$ cat src/rtl/hazard_control_unit.sv
// Purpose: pipeline hazard control (load-use stall, branch flush, multi-cycle mul/div hold with timeout).
// Latency: all pipeline controls are combinational in the current cycle; counters and flags update on the next edge.
// Backpressure: stalls PC/IF/ID on load-use and freezes the front end for the whole mul/div wait.
module hazard_control_unit #(
    parameter int MD_TIMEOUT = 64,
    parameter int CNT_W      = 16
) (
    input  logic             clk,
    input  logic             rst,
    input  logic [4:0]       if_id_rs1,
    input  logic [4:0]       if_id_rs2,
    input  logic             if_id_uses_rs1,
    input  logic             if_id_uses_rs2,
    input  logic [4:0]       id_ex_rd,
    input  logic             id_ex_mem_read,
    input  logic             id_ex_is_muldiv,
    input  logic             ex_branch_taken,
    input  logic             md_done,
    output logic             pc_write,
    output logic             if_id_write,
    output logic             id_ex_write,
    output logic             if_id_flush,
    output logic             id_ex_flush,
    output logic             ex_mem_bubble,
    output logic             md_start,
    output logic             md_abort,
    output logic             md_busy,
    output logic             md_timeout_err,
    output logic [CNT_W-1:0] stall_cnt,
    output logic [CNT_W-1:0] flush_cnt
);

    typedef enum logic {
        RUN     = 1'b0,
        MD_WAIT = 1'b1
    } state_t;

    // Wide enough to hold MD_TIMEOUT-1; a 1-bit counter covers the degenerate MD_TIMEOUT=1 case.
    localparam int WAIT_W = (MD_TIMEOUT > 1) ? $clog2(MD_TIMEOUT) : 1;
    localparam logic [WAIT_W-1:0] WAIT_LAST = WAIT_W'(MD_TIMEOUT - 1);

    state_t            state;
    state_t            next_state;
    logic [WAIT_W-1:0] wait_cnt;
    logic              load_use;
    logic              timeout_hit;

    // Load-use: EX holds a load whose non-x0 destination is read by the instruction in ID.
    always_comb begin
        load_use = id_ex_mem_read && (id_ex_rd != 5'd0) &&
                   (((id_ex_rd == if_id_rs1) && if_id_uses_rs1) ||
                    ((id_ex_rd == if_id_rs2) && if_id_uses_rs2));
    end

    // Last permitted wait cycle; only meaningful while in MD_WAIT.
    always_comb begin
        timeout_hit = (wait_cnt == WAIT_LAST);
    end

    // Next-state and pipeline control outputs; priority is branch > mul/div > load-use in RUN,
    // and done > timeout in MD_WAIT. Start/abort pulses are suppressed while reset is held.
    always_comb begin
        next_state    = state;
        pc_write      = 1'b1;
        if_id_write   = 1'b1;
        id_ex_write   = 1'b1;
        if_id_flush   = 1'b0;
        id_ex_flush   = 1'b0;
        ex_mem_bubble = 1'b0;
        md_start      = 1'b0;
        md_abort      = 1'b0;
        md_busy       = 1'b0;
        case (state)
            RUN: begin
                if (ex_branch_taken) begin
                    // Squash the wrong-path instructions in IF/ID and ID/EX; PC takes the target.
                    if_id_flush = 1'b1;
                    id_ex_flush = 1'b1;
                end else if (id_ex_is_muldiv) begin
                    // Freeze the front end and keep the unfinished result out of EX/MEM.
                    md_start      = !rst;
                    pc_write      = 1'b0;
                    if_id_write   = 1'b0;
                    id_ex_write   = 1'b0;
                    ex_mem_bubble = 1'b1;
                    next_state    = MD_WAIT;
                end else if (load_use) begin
                    // Hold PC and IF/ID one cycle; ID/EX captures a bubble.
                    pc_write    = 1'b0;
                    if_id_write = 1'b0;
                    id_ex_flush = 1'b1;
                end
            end
            MD_WAIT: begin
                md_busy = 1'b1;
                if (md_done) begin
                    // Result is valid: release everything so it enters EX/MEM.
                    next_state = RUN;
                end else if (timeout_hit) begin
                    // Give up: release the pipeline but keep the bubble so the bogus result is dropped.
                    ex_mem_bubble = 1'b1;
                    md_abort      = !rst;
                    next_state    = RUN;
                end else begin
                    pc_write      = 1'b0;
                    if_id_write   = 1'b0;
                    id_ex_write   = 1'b0;
                    ex_mem_bubble = 1'b1;
                end
            end
            default: begin
                next_state = RUN;
            end
        endcase
    end

    // State register and wait counter; the counter sits at zero in RUN so it starts clean on entry.
    always_ff @(posedge clk) begin
        if (rst) begin
            state    <= RUN;
            wait_cnt <= '0;
        end else begin
            state <= next_state;
            if (state == MD_WAIT) begin
                wait_cnt <= wait_cnt + 1'b1;
            end else begin
                wait_cnt <= '0;
            end
        end
    end

    // Sticky timeout flag, cleared only by reset.
    always_ff @(posedge clk) begin
        if (rst) begin
            md_timeout_err <= 1'b0;
        end else if (md_abort) begin
            md_timeout_err <= 1'b1;
        end
    end

    // Saturating performance counters: stalled-PC cycles and IF/ID flush cycles.
    always_ff @(posedge clk) begin
        if (rst) begin
            stall_cnt <= '0;
            flush_cnt <= '0;
        end else begin
            if (!pc_write && (stall_cnt != '1)) begin
                stall_cnt <= stall_cnt + 1'b1;
            end
            if (if_id_flush && (flush_cnt != '1)) begin
                flush_cnt <= flush_cnt + 1'b1;
            end
        end
    end

endmodule

$ cat config.mk
export PLATFORM = sky130hd
export DESIGN_NAME = hazard_control_unit
export DESIGN_NICKNAME = d
export VERILOG_FILES = /design/src/rtl/hazard_control_unit.sv
export SDC_FILE = /design/constraint.sdc
export NUM_CORES = 1
export LEC_CHECK = 0
export BUFFER_PORTS_ARGS = -buffer_cell sky130_fd_sc_hd__clkbuf_2
export CAP_MARGIN = 5
export CORE_MARGIN = 10
export CORE_UTILIZATION = 45
export DETAILED_ROUTE_END_ITERATION = 12
export PLACE_DENSITY = 0.71
export SYNTH_ARGS = -nofsm -noshare
export SYNTH_HDL_FRONTEND = slang
export SYNTH_SLANG_ARGS = --single-unit
$ cat constraint.sdc
create_clock -name clk -period 3.4 [get_ports clk]
set_clock_uncertainty 0.1 [all_clocks]
set_input_delay 0.34 -clock clk [delete_from_list [all_inputs] [get_ports clk]]
set_output_delay 0.34 -clock clk [all_outputs]
set_load 0.02 [all_outputs]
==> run_results.csv <==
group,metric,value,unit
run_status,status,"complete, no violations",
synth,synth-edff-count,0,
die,initial_core_util,0.459,
global_route,grt_pass1_wl,8.61,mm
synth,synthCells,236,
routing,drtAntennaViolNets,0,
die,coreArea,4290,µm²
setup_path,crit_family,"compound AO/OA/AOI/OAI gates",
flow_run,maxCapViolCount,0,
routing,vias,1900,
cells_and_area,final.fill_count,416,
cells_and_area,layout-drive-gt1-share,0.248,
setup_path,path_depth,6,
setup_path,critPathMaxFanout,4,
die,core.rowCount,24,
power,p_leak,1.01,nW
routing,drcViolationCount,0,
timing,setup_violations,0,
routing,drt-total-wl,5.09,mm
synth,avgSynthCellArea,8.36,µm²
setup_path,end_kind,"output pin",
clock_network,cts_tree,"yes",
power,peakVddDrop,0.263,mV
die,ios,65,
clock_network,cts_buffer_depth,2,
power,power_density,402,nW/µm²
setup_path,critPathSlowestCell,"a32oi_1",
setup_path,r2r-start,"stall_cnt[0]",
synth,syn_area,1970,µm²
clock_network,cts_root_buf,"clkbuf_8",
synth,yosys.area.top_type,"dfxtp_1",
placed_design,io_buffers,64,
setup_path,arrival,2.13,ns
setup_path,required,2.96,ns
timing,finalHoldViolations,0,
setup_path,r2r_cells,7,
die,die_h,86.2,µm
timing,tightest_slew,0.753,ns
die,dieArea,7430,µm²
synth,syn-num-nets,262,
timing,setup_tns,0,ns
placed_design,dp.final_hpwl,3.81,mm
setup_path,crit_type,"register to output pin",
min_path,hold_class,"input pin to register",
clock_network,clkLatencyLatePin,0.30,ns
routing,drtIter0Drc,125,
timing,fin_crit_sh,0.756,
synth,async_reset_ff_frac,0,
timing,fmax,389,MHz
synth,ys_seq_elements,40,
global_route,grt_pass1_vias,1799,
setup_path,worstPathCellList,"ha_1 -> and3_1 -> nand3_1 -> a32oi_1 -> a21boi_0 -> clkbuf_2",
setup_path,cp-endpoint,"pc_write",
routing,viasPerCell,5.43,
clock_network,htreeDepth,2,
synth,yosysSeqAreaShare,0.406,
clock_network,clk_pin_slew_worst_paths,0.08,ns
synth,synth.distinct_cells,32,
cells_and_area,final_core_util,0.560,
clock_network,cts_made_buffers,5,
cells_and_area,syn_to_final_growth,21.9,%
global_route,antenna_found_initial,0,
cells_and_area,multi_input_area,1090,µm²
routing,dr.pass1.iters,4,
clock_network,postCtsSetupRepairBufs,0,
synth,yosysTopAreaCellShare,0.406,
setup_path,crit_path_start_kind,"register",
global_route,grt_util_all_layers,0.138,
setup_path,startpoint,"wait_cnt[0]",
global_route,overflow,0,
timing,rsz0062_at_grt,"no",
clock_network,cts_hold_buf,0,
die,die_w,86.2,µm
synth,synthFlopType,"dfxtp_1",
routing,wl_per_cell,14.5,µm
setup_path,path_buf_inv,1,
clock_network,ctsResizeCount,0,
cells_and_area,nNetsFinal,323,
cells_and_area,ff_latch_area,801,µm²
timing,fin_crit,2.57,ns
setup_path,reg2reg_to,"stall_cnt[8]",
cells_and_area,n_antenna_cell,0,
clock_network,cts.sinks,40,
synth,yosys_warnings,0,
global_route,grt_max_degree,38,
setup_path,rrSetupSlack,0.89,ns
synth,synth_area_leaders,"dfxtp_1 (41%), xor2_1 (9.3%), nor2_1 (5.9%)",
setup_path,cpPeakStageDelay,0.40,ns
timing,slew_headroom,0.498,
timing,slew_violations,0,
placed_design,place_congestion,0.754,
[per-layer routing]
layer / global-route usage / vias up / wire length [µm]
met5: 0 / - / 0
met4: 0.0501 / 0 / 70
met3: 0.0525 / 5 / 427
met2: 0.224 / 55 / 2410
met1: 0.162 / 880 / 2180
li1: - / 960 / -
[stage by stage]
step | area [µm²] | cells | setup slack (ns) | power [mW] | hold slack, ns
CTS | 2400 | 350 | 0.808 | 0.980 | 0.300
global placement | 2290 | 342 | 0.997 | 0.587 | 0.329
finish | 2400 | 350 | 0.828 | 0.967 | 0.311
global route | 2400 | 350 | 0.683 | 1.01 | 0.332
detailed placement | 2290 | 342 | 0.920 | 0.590 | 0.339
floorplan | 1970 | 236 | 0.747 | 0.556 | 0.318
[logic make-up after synthesis]
logic type,count (synthesis),synth area share
AO/OA/AOI/OAI,40,0.110
XOR/XNOR,28,0.124
adder cells (fa/ha/maj),3,0.0190
buffers and inverters,15,0.0425
flip-flops,40,0.406
multiplexers,2,0.0102
AND/OR/NAND/NOR,108,0.287
[layout make-up]
class,count,share of cell area
tap,52,0.0271
inverter,5,0.00781
multi-input combinational,181,0.452
clock inverter,3,0.0177
clock buffer,5,0.0286
sequential,40,0.333
timing repair buffer,64,0.133
[where the power goes]
group	leakage, nW	internal, mW	switching, mW
Clock	0.0541	0.217	0.173
Sequential	0.323	0.474	0.00837
Combinational	0.635	0.0351	0.0596
[worst min-delay path by stage]
stage	startpoint	end	slack, ns	depth (start not counted)
2_1_floorplan	wait_cnt[0]	wait_cnt[0]	0.32	1
4_1_cts	id_ex_is_muldiv	state	0.30	3
5_1_grt	id_ex_is_muldiv	state	0.33	3
6_report	id_ex_is_muldiv	state	0.31	3
3_3_place_gp	wait_cnt[0]	wait_cnt[0]	0.33	1
3_5_place_dp	wait_cnt[0]	wait_cnt[0]	0.34	1
[Yosys cell counts (all sizes together), types with 2 or more instances]
cell type and n:
a32oi 2, nor2 31, buf 6, nand2 13, or4 2, inv 5, mux2i 2, a21oi 17
ha 3, nand3 10, nand2b 2, or3 16, clkbuf 4, a31oi 2, nand4 13, xor2 21
o21ai 17, and3 8, and4 4, xnor2 7, dfxtp 40, nor4 3, and2 5
[cell usage in the layout (no fill, tap or decap), types with 4 or more instances in the layout]
master,count
a21oi_1,17
and2_1,4
and3_1,8
clkbuf_2,64
clkbuf_8,5
dfxtp_1,40
inv_1,5
nand2_1,13
nand3_1,10
nand4_1,13
nor2_1,31
o21ai_0,16
or3_1,16
xnor2_1,7
xor2_1,21
[tightest hold or removal path, stage by stage]
cell      delay, ns
clkbuf_2       0.11
a32oi_1        0.12
nor2_1         0.10
[sequential cells by signal (all words and copies together) (netlist names)]
signal          count
state               1
wait_cnt            6
stall_cnt          16
flush_cnt          16
md_timeout_err      1
(Power assumes the default switching activity.)
